**config.mk**
```make
export PLATFORM = sky130hd
export DESIGN_NAME = sap_controller_sequencer_flat
export DESIGN_NICKNAME = d
export VERILOG_FILES = /design/src/rtl/sap_pkg.sv /design/src/rtl/sap_controller_sequencer_if.sv /design/src/rtl/sap_ring_counter.sv /design/src/rtl/sap_controller_sequencer.sv /design/src/flat_wrapper.sv
export SDC_FILE = /design/constraint.sdc
export NUM_CORES = 1
export LEC_CHECK = 0
export CORE_AREA = 2 2 39 41
export CTS_BUF_LIST = sky130_fd_sc_hd__clkbuf_4
export DETAILED_ROUTE_END_ITERATION = 12
export DIE_AREA = 0 0 41 43
export GPL_ROUTABILITY_DRIVEN = 0
export PLACE_DENSITY = 0.8
export SYNTH_ARGS = -nofsm -noshare
export SYNTH_HDL_FRONTEND = slang
export SYNTH_SLANG_ARGS = --single-unit
```
**constraint.sdc**
```tcl
create_clock -name clock -period 4 [get_ports clock]
set_input_delay 0.6 -clock clock [delete_from_list [all_inputs] [get_ports clock]]
set_output_delay 0.6 -clock clock [all_outputs]
set_load 0.005 [all_outputs]
```
**src/rtl/sap_pkg.sv**
```systemverilog
// Shared types for the SAP-1 control unit: opcodes,
// one-hot T-states and the control word bundle.
package sap_pkg;

   localparam logic [3:0] OP_LDA = 4'h0;
   localparam logic [3:0] OP_ADD = 4'h1;
   localparam logic [3:0] OP_SUB = 4'h2;
   localparam logic [3:0] OP_OUT = 4'hE;
   localparam logic [3:0] OP_HLT = 4'hF;

   typedef enum logic [5:0] {
      T1 = 6'b000001,
      T2 = 6'b000010,
      T3 = 6'b000100,
      T4 = 6'b001000,
      T5 = 6'b010000,
      T6 = 6'b100000
   } t_state_e;

   typedef struct packed {
      logic cp;
      logic ep;
      logic lm_n;
      logic ce_n;
      logic li_n;
      logic ei_n;
      logic la_n;
      logic ea;
      logic su;
      logic eu;
      logic lb_n;
      logic lo_n;
   } control_word_t;

   localparam control_word_t CW_NOP = '{
      cp:   1'b0,
      ep:   1'b0,
      lm_n: 1'b1,
      ce_n: 1'b1,
      li_n: 1'b1,
      ei_n: 1'b1,
      la_n: 1'b1,
      ea:   1'b0,
      su:   1'b0,
      eu:   1'b0,
      lb_n: 1'b1,
      lo_n: 1'b1
   };

endpackage

```
**src/rtl/sap_controller_sequencer_if.sv**
```systemverilog
// Opcode in, control word / T-state out between the
// sequencer (master) and the SAP-1 datapath (slave).
interface sap_controller_sequencer_if #(
   parameter int OPCODE_WIDTH = 4,
   parameter int T_STATES     = 6
);
   logic [OPCODE_WIDTH-1:0] opcode;
   logic                    cp;
   logic                    ep;
   logic                    lm_n;
   logic                    ce_n;
   logic                    li_n;
   logic                    ei_n;
   logic                    la_n;
   logic                    ea;
   logic                    su;
   logic                    eu;
   logic                    lb_n;
   logic                    lo_n;
   logic                    halt;
   logic [T_STATES-1:0]     t_state;

   modport master (
      input  opcode,
      output cp, ep, lm_n, ce_n, li_n, ei_n,
      output la_n, ea, su, eu, lb_n, lo_n,
      output halt, t_state
   );

   modport slave (
      output opcode,
      input  cp, ep, lm_n, ce_n, li_n, ei_n,
      input  la_n, ea, su, eu, lb_n, lo_n,
      input  halt, t_state
   );
endinterface

```
**src/rtl/sap_ring_counter.sv**
```systemverilog
// One-hot T1..T6 ring; freeze holds the current state,
// and any non-one-hot value recovers to T1.
module sap_ring_counter
   import sap_pkg::*;
(
   input  logic     clock,
   input  logic     reset,
   input  logic     advance,
   input  logic     freeze,
   output t_state_e state
);

   t_state_e state_next;

   always_ff @(posedge clock) begin
      if (reset) state <= T1;
      else       state <= state_next;
   end

   always_comb begin
      state_next = state;
      if (advance && !freeze) begin
         case (state)
            T1:      state_next = T2;
            T2:      state_next = T3;
            T3:      state_next = T4;
            T4:      state_next = T5;
            T5:      state_next = T6;
            T6:      state_next = T1;
            default: state_next = T1;
         endcase
      end
   end

endmodule

```
**src/rtl/sap_controller_sequencer.sv**
```systemverilog
// SAP-1 control unit: ring counter, opcode decoder and
// halt latch producing the per-T-state control word.
module sap_controller_sequencer
   import sap_pkg::*;
#(
   parameter int OPCODE_WIDTH = 4,
   parameter int T_STATES     = 6
) (
   input logic                        clock,
   input logic                        reset,
   sap_controller_sequencer_if.master bus
);

   if (T_STATES != 6 || OPCODE_WIDTH != 4) begin : g_bad_params
      $error("sap_controller_sequencer: only 4/6 supported");
   end

   t_state_e      ring;
   logic [5:0]    ring_bits;
   logic          halted;
   logic          hlt_t4;
   logic [3:0]    op;
   control_word_t cw;

   assign op        = bus.opcode;
   assign ring_bits = ring;
   assign hlt_t4    = !halted && (ring == T4)
                      && (op == OP_HLT);

   sap_ring_counter u_ring (
      .clock   (clock),
      .reset   (reset),
      .advance (1'b1),
      .freeze  (halted | hlt_t4),
      .state   (ring)
   );

   always_ff @(posedge clock) begin
      if (reset)       halted <= 1'b0;
      else if (hlt_t4) halted <= 1'b1;
   end

   always_comb begin
      cw = CW_NOP;
      if (!reset && !halted) begin
         unique case (1'b1)
            ring_bits[0]: begin
               cw.ep   = 1'b1;
               cw.lm_n = 1'b0;
            end
            ring_bits[1]: cw.cp = 1'b1;
            ring_bits[2]: begin
               cw.ce_n = 1'b0;
               cw.li_n = 1'b0;
            end
            ring_bits[3]: begin
               case (op)
                  OP_LDA, OP_ADD, OP_SUB: begin
                     cw.ei_n = 1'b0;
                     cw.lm_n = 1'b0;
                  end
                  OP_OUT: begin
                     cw.ea   = 1'b1;
                     cw.lo_n = 1'b0;
                  end
                  default: ;
               endcase
            end
            ring_bits[4]: begin
               case (op)
                  OP_LDA: begin
                     cw.ce_n = 1'b0;
                     cw.la_n = 1'b0;
                  end
                  OP_ADD, OP_SUB: begin
                     cw.ce_n = 1'b0;
                     cw.lb_n = 1'b0;
                  end
                  default: ;
               endcase
            end
            ring_bits[5]: begin
               if (op == OP_ADD || op == OP_SUB) begin
                  cw.eu   = 1'b1;
                  cw.la_n = 1'b0;
                  cw.su   = (op == OP_SUB);
               end
            end
            default: ;
         endcase
      end
   end

   assign bus.cp      = cw.cp;
   assign bus.ep      = cw.ep;
   assign bus.lm_n    = cw.lm_n;
   assign bus.ce_n    = cw.ce_n;
   assign bus.li_n    = cw.li_n;
   assign bus.ei_n    = cw.ei_n;
   assign bus.la_n    = cw.la_n;
   assign bus.ea      = cw.ea;
   assign bus.su      = cw.su;
   assign bus.eu      = cw.eu;
   assign bus.lb_n    = cw.lb_n;
   assign bus.lo_n    = cw.lo_n;
   assign bus.halt    = halted & ~reset;
   assign bus.t_state = ring_bits;

endmodule

```
**src/flat_wrapper.sv**
```systemverilog
// flat-port wrapper written by rule: the top's interface ports become plain ports
module sap_controller_sequencer_flat import sap_pkg::*;
#(
   parameter int OPCODE_WIDTH = 4,
   parameter int T_STATES     = 6
)
  (clock, reset, bus_opcode, bus_cp, bus_ep, bus_lm_n, bus_ce_n, bus_li_n, bus_ei_n, bus_la_n, bus_ea, bus_su, bus_eu, bus_lb_n, bus_lo_n, bus_halt, bus_t_state);
  sap_controller_sequencer_if #(.OPCODE_WIDTH(OPCODE_WIDTH), .T_STATES(T_STATES)) bus_i ();
  input logic clock;
  input logic reset;
  input wire logic [$bits(bus_i.opcode)-1:0] bus_opcode;
  output wire logic [$bits(bus_i.cp)-1:0] bus_cp;
  output wire logic [$bits(bus_i.ep)-1:0] bus_ep;
  output wire logic [$bits(bus_i.lm_n)-1:0] bus_lm_n;
  output wire logic [$bits(bus_i.ce_n)-1:0] bus_ce_n;
  output wire logic [$bits(bus_i.li_n)-1:0] bus_li_n;
  output wire logic [$bits(bus_i.ei_n)-1:0] bus_ei_n;
  output wire logic [$bits(bus_i.la_n)-1:0] bus_la_n;
  output wire logic [$bits(bus_i.ea)-1:0] bus_ea;
  output wire logic [$bits(bus_i.su)-1:0] bus_su;
  output wire logic [$bits(bus_i.eu)-1:0] bus_eu;
  output wire logic [$bits(bus_i.lb_n)-1:0] bus_lb_n;
  output wire logic [$bits(bus_i.lo_n)-1:0] bus_lo_n;
  output wire logic [$bits(bus_i.halt)-1:0] bus_halt;
  output wire logic [$bits(bus_i.t_state)-1:0] bus_t_state;
  assign bus_i.opcode = bus_opcode;
  assign bus_cp = bus_i.cp;
  assign bus_ep = bus_i.ep;
  assign bus_lm_n = bus_i.lm_n;
  assign bus_ce_n = bus_i.ce_n;
  assign bus_li_n = bus_i.li_n;
  assign bus_ei_n = bus_i.ei_n;
  assign bus_la_n = bus_i.la_n;
  assign bus_ea = bus_i.ea;
  assign bus_su = bus_i.su;
  assign bus_eu = bus_i.eu;
  assign bus_lb_n = bus_i.lb_n;
  assign bus_lo_n = bus_i.lo_n;
  assign bus_halt = bus_i.halt;
  assign bus_t_state = bus_i.t_state;
  sap_controller_sequencer #(.OPCODE_WIDTH(OPCODE_WIDTH), .T_STATES(T_STATES)) u_core (.clock(clock), .reset(reset), .bus(bus_i));
endmodule
```
After elaboration in Yosys (flattened, before gate mapping)
Cells that the tools add are included.
{ "classes": {"eq_ne": 9, "n_mux": 20, "bitwise_logic": 3, "reduce_logical": 9} }
{ "op_table": {"columns": ["op", "count"], "rows": [
  ["case mux 6 bit (5 select lines)", 1],
  ["two-way mux 1 bit", 13],
  ["two-way mux 12 bit", 1],
  ["== test 4 bit, second input constant", 2],
  ["== test 6 x 1 -> 1 bit, second input constant", 1],
  ["== test 6 x 2 -> 1 bit, second input constant", 1],
  ["== test 6 x 3 -> 1 bit, second input constant", 1],
  ["== test 6 x 4 -> 1 bit, second input constant", 1],
  ["== test 6 x 5 -> 1 bit, second input constant", 1],
  ["case mux 1 bit (2 select lines)", 3],
  ["== test 4 x 1 -> 1 bit, second input constant", 1],
  ["== test 4 x 2 -> 1 bit, second input constant", 1],
  ["zero test 4 bit", 1],
  ["two-way mux 2 bit", 2],
  ["logical AND 1 bit", 3],
  ["OR reduction 3 bit", 1],
  ["zero test 1 bit", 2],
  ["OR reduction 2 bit", 1],
  ["bitwise AND 1 bit", 1],
  ["logical OR 1 bit", 1],
  ["NOT 1 bit", 1],
  ["bitwise OR 1 bit", 1]
]} }
{ "totals": {"regBits": 7, "in_bits": 6, "output_inout_bits": 19, "wordCells": 43} }

Depth between registers and ports, before layout
Gate-level depths: netlist (run 1).
{ "logic_depth": {"depth_word": 5, "depth_mapped": 5} }

Modules after synthesis
Synthesis (run 1) repeated with hierarchy kept, for this count alone.
{ "unflattened": {"cells_unflattened": 68, "hier_area_um2": 549.3} }
{ "modules_own_cells": {"columns": ["module", "instances", "cells_per_inst", "area_each_um2"], "rows": [
  ["sap_ring_counter", 1, 36, 316.6],
  ["sap_controller_sequencer", 1, 32, 232.7]
]} }

Worst setup path after synthesis (run 1)
No wires, ideal clock.
{ "synth_path": {"path_kind": "input to output", "start": "input reset", "end": "output bus_lm_n", "t_arrival_ns": 1.325, "required_time_ns": 3.400, "path_slack_ns": 2.075, "cell_stages": 4, "path_buffers": 0, "cell_sequence": "nor4_4 > a21boi_1 > nand2_1 > a21boi_0"} }
{ "synth_between": {"elab_chain_len": 3} }
{ "synth_rtl": {"columns": ["item", "line_no", "text"], "rows": [
  ["start: declaration", "flat_wrapper.sv:10", "input logic reset;"],
  ["zero test 1 bit", "sap_controller_sequencer.sv:45", "if (!reset && !halted) begin"],
  ["logical AND 1 bit", "sap_controller_sequencer.sv:45", null],
  ["two-way mux 12 bit", "sap_controller_sequencer.sv:45", null],
  ["end: declaration", "flat_wrapper.sv:14", "output wire logic [$bits(bus_i.lm_n)-1:0] bus_lm_n;"]
]} }
Every way passes these cells.

Worst setup path in the final report (run 1)
Same ends and word-level chain as after synthesis.

==> results of run 1 <==
[flip-flops by register name, indices dropped and copies added, names as in the netlist]
signal,cells
u_core.halted,1
u_core.u_ring.state,6
[cell families after synthesis]
family,after synthesis,share of synthesized area
compound gates,14,0.2112
xor+xnor,2,0.03147
buf+inv,6,0.04718
flops,7,0.2517
mux,1,0.01798
simple gates,36,0.4405
[final cells by class]
type / count / area, sq um / area share
Clock buffer: 4 / 30.03 / 0.03625
Inverter: 2 / 7.507 / 0.009063
Multi-Input combinational cell: 53 / 390.4 / 0.4713
Sequential cell: 7 / 140.1 / 0.1692
Tap cell: 16 / 20.02 / 0.02417
Timing Repair Buffer: 24 / 240.2 / 0.2900
[path summary, 6_finish.rpt]
check,startpoint,end,depth (start not counted)
worst max-delay path,reset,bus_lm_n,6
worst max register to register,u_core.u_ring.state[4],u_core.u_ring.state[1],4
worst min register to register,u_core.u_ring.state[2],u_core.u_ring.state[3],2
worst min-delay path,u_core.u_ring.state[2],u_core.u_ring.state[3],2
[per-layer routing]
layer,part of all wire,vias to the layer above,GRT usage
met5,0,-,0
met4,0,0,0.04667
met3,0.072,0,0.04712
met2,0.51,18,0.3063
met1,0.42,264,0.1948
li1,-,290,-
[cell usage after synthesis]
cell	count
a21oi_1	2
nor4_1	1
and4_1	1
a21boi_0	1
nor4b_1	2
nand2_1	3
xnor2_1	1
dfxtp_1	7
a21boi_1	1
o21ba_2	1
nor3_1	4
a31o_1	2
mux2i_1	1
nor2b_1	3
nand4_1	2
and2_1	2
a31oi_4	1
nor3b_1	1
and2b_1	1
xor2_1	1
a221oi_2	1
inv_1	2
buf_2	3
nor3b_2	2
a31oi_1	1
nand2b_1	2
clkbuf_1	1
nor4_4	2
o21ai_0	3
nor2_1	8
nand3b_1	1
nand3_1	1
o31ai_1	1
[power groups by stage]
stage          sequential (mW)  combinational (mW)  clock (mW)
4_1_cts                 0.0835              0.0534      0.0714
3_5_place_dp            0.0850              0.0527           0
3_3_place_gp            0.0843              0.0520           0
5_1_grt                 0.0845              0.0575      0.0760
6_report                0.0835              0.0528      0.0698
2_1_floorplan           0.0830              0.0268           0
[worst max-delay path: stages]
cell	delay, ns
clkdlybuf4s50_1	0.72
nor4_4	0.43
a21boi_1	0.25
nand2_1	0.09
a21boi_0	0.14
clkdlybuf4s50_1	0.45
[through the flow]
step                      setup WS, ns  std cells  cell area [sq um]
after floorplan                  2.075         66              556.8
after global placement          0.8031        102              798.3
after detailed placement        0.7443        102              798.3
after CTS                       0.7240        106              828.3
after global routing            0.5164        106              828.3
final                           0.7167        106              828.3
==> qor.csv, run 1 <==
metric,value,unit
Tmin final,3.283,ns
# port buffers,24,
P_int,151.2,uW
htree depth,1,
Worst Tran Pin Value,0.6218,ns
cells taking the most area after synthesis,"dfxtp_1, nor4_4, nor2_1",
DRC violations left,0,
overall routing resource usage,0.1752,
power per standard cell area,248.8,nW/um^2
row cnt,14,
CP max FO,14,
Die Y,43,um
setup tns final,0,ns
"Setup Fix Bufs, Post-CTS",0,
CTS Buf Count,3,
Max Slew Vio Count,0,
total gr overflow,0,
peak supply drop,189.1,uV
clk root buf,clkbuf_4,
syn avg cell area,8.436,sq um
crit path DAT,2.68,ns
post-synth net total,72,
Setup crit end kind,primary output,
"Reg clk slew, reported paths",0.05,ns
post-route core utilization,0.5986,
Final setup viols,0,
worst endpoint required time,3.40,ns
Clock Power Share,0.339,
sequential share of power,0.405,
crit path kind,primary input to primary output,
"most common cell after layout, fill and taps aside",clkdlybuf4s50_1,
Yosys top cell by area,dfxtp_1,
Lkg Pwr,0.2760,nW
Max-Cap Viols,0,
via count,572,
switching share of total power,0.2665,
first-pass GRT wire length,2.159,mm
first drt pass iteration count,4,
antenna violations before repair,0,
layout cells sized above 1,0.1222,
sequential area share after synthesis,0.2517,
DRT iter0 DRCs,11,
final hold vios,0,
Gate power share,0.256,
vias in the first global route,520,
relative slew slack,0.5841,
routed length per instance,13.31,um
outcome,"complete, no violations",
CP startpoint kind,primary input,
detailed placement HPWL,1.042,mm
Area Growth Syn to Fin,48.76,%
unrepaired setup endpoints after global routing,false,
Post-Synthesis Cells,66,
Fin Hold WS,0.6202,ns
CTS sink count,7,
Yosys cell types,33,
die area,1763,sq um
worst skew pair latency,0.25,ns
"commonest non-fill, non-tap cells in the layout","clkdlybuf4s50_1, nor2_1, dfxtp_1",
Max Fclk,304.6,MHz
Placeable Area,1384,sq um
Worst Hold Class,flip-flop to flip-flop,
Die X,41,um
"Power, Total",206.1,uW
vias per inst,5.396,
Fillers,137,
Clock Path Buffers,2,
hold buffers post-CTS,0,
synthesized area,556.8,sq um
Worst Clk Skew,0.004653,ns
initial core utilization,0.4024,
Ant. Diodes,0,
layout net count,97,
drt total wl,1.411,mm
CTS tree,yes,
period utilization,0.8208,
Antenna Nets Post-Route,0,
switching power,54.92,uW
Synth top area share,0.2517,
I/O pin total,25,
largest net degree at the start of global routing,15,
post-CTS sizing,0,
Synth Warn #,0,
synthesized flop and latch total,7,
reg2reg setup slack,2.57,ns
No activity file was read; power rests on OpenSTA's default activity.
==> run 2, diff against run 1 <==
CORE_AREA = default   (was 2 2 39 41)
CORE_MARGIN = 2   (was default)
CORE_UTILIZATION = 38   (was default)
DIE_AREA = default   (was 0 0 41 43)
PLACE_DENSITY = 0.77   (was 0.8)
clock period = 3.01 ns   (was 4 ns; I/O delays follow)
==> qor.csv, run 2 (synthesized netlist as in run 1, its figures left out) <==
metric,value,unit
vias in the first global route,539,
drt total wl,1.421,mm
layout net count,98,
DRT iter0 DRCs,14,
Area Growth Syn to Fin,49.89,%
Lkg Pwr,0.2808,nW
total gr overflow,0,
Finished Cell Area,834.6,sq um
overall routing resource usage,0.1739,
vias per inst,5.642,
antenna violations before repair,0,
CTS tree,yes,
Worst Clk Skew,0.0003497,ns
Max-Cap Viols,0,
Max Slew Vio Count,0,
"Setup Fix Bufs, Post-CTS",0,
crit path DAT,2.29,ns
"most common cell after layout, fill and taps aside",clkdlybuf4s50_1,
Setup crit end kind,primary output,
die area,1788,sq um
"commonest non-fill, non-tap cells in the layout","clkdlybuf4s50_1, nor2_1, dfxtp_1",
outcome,"complete, no violations",
"Reg clk slew, reported paths",0.05,ns
peak supply drop,276.8,uV
Placeable Area,1334,sq um
I/O pin total,25,
layout cells sized above 1,0.1319,
post-route core utilization,0.6257,
Final setup viols,0,
clk root buf,clkbuf_4,
Die X,42.28,um
Die Y,42.28,um
power per standard cell area,328.6,nW/um^2
crit path kind,primary input to primary output,
CP startpoint kind,primary input,
row cnt,13,
first drt pass iteration count,4,
Worst Hold Class,flip-flop to flip-flop,
largest net degree at the start of global routing,14,
routed length per instance,13.41,um
hold buffers post-CTS,0,
DP Area,804.5,sq um
detailed placement HPWL,1.090,mm
Ant. Diodes,0,
CP max FO,6,
setup tns final,0,ns
post-CTS sizing,0,
worst endpoint required time,2.56,ns
Top reg by flops,u_core.u_ring.state,
relative slew slack,0.6786,
Fillers,125,
first-pass GRT wire length,2.352,mm
CTS Buf Count,3,
Clock Path Buffers,2,
via count,598,
"Power, Total",274.2,uW
unrepaired setup endpoints after global routing,false,
htree depth,1,
Tmin final,2.746,ns
period utilization,0.9124,
Antenna Nets Post-Route,0,
Worst Tran Pin Value,0.4814,ns
DRC violations left,0,
final hold vios,0,
Max Fclk,364.1,MHz
Largest register FFs,6,
worst skew pair latency,0.25,ns
# port buffers,24,
CTS sink count,7,
initial core utilization,0.4174,
biggest regs,"u_core.u_ring.state x6, u_core.halted x1",
==> run 2: critical path, stage by stage <==
cell	delay, ns
clkdlybuf4s50_1	0.55
nor4_4	0.38
a21boi_1	0.23
nand2_1	0.09
a21boi_0	0.14
clkdlybuf4s50_1	0.44
==> run 2: stage by stage <==
stage | hold WS (ns) | worst slack [ns] | std cells
CTS | 0.6209 | 0.2586 | 106
global placement | 0.6170 | 0.3284 | 102
global route | 0.6501 | 0.1446 | 106
detailed placement | 0.6154 | 0.2583 | 102
finish | 0.6239 | 0.2637 | 106
floorplan | 0.5683 | 1.361 | 66
==> run 2: area by class of cell <==
type,instances,area (sq um),area share
multi-input cells,53,390.4,0.4678
repair buffers,25,247.7,0.2969
flip-flops and latches,7,140.1,0.1679
clock buffers,4,30.03,0.03598
well taps,15,18.77,0.02249
inverters,2,7.507,0.008996
==> run 2: final timing paths <==
check,startpoint,end,slack (ns),depth (start not counted)
max,reset,bus_lm_n,0.26,6
min,u_core.u_ring.state[2],u_core.u_ring.state[3],0.62,2
max reg2reg,u_core.u_ring.state[3],u_core.u_ring.state[0],1.51,4
min reg2reg,u_core.u_ring.state[2],u_core.u_ring.state[3],0.62,2
==> run 2: per-layer routing <==
layer | vias to the layer above | global-route usage | wire (um)
li1 | 295 | - | -
met1 | 279 | 0.2280 | 662
met2 | 21 | 0.2800 | 678
met3 | 3 | 0.03879 | 72
met4 | 0 | 0.05625 | 7
met5 | - | 0 | 0
==> run 2: power breakdown <==
part | leakage (nW) | total (mW) | switching, mW | internal (mW)
clock | 0.0184 | 0.0918 | 0.0324 | 0.0594
sequential | 0.0570 | 0.110 | 0.0121 | 0.0983
combinational | 0.205 | 0.0720 | 0.0280 | 0.0440
total | 0.281 | 0.274 | 0.0725 | 0.202
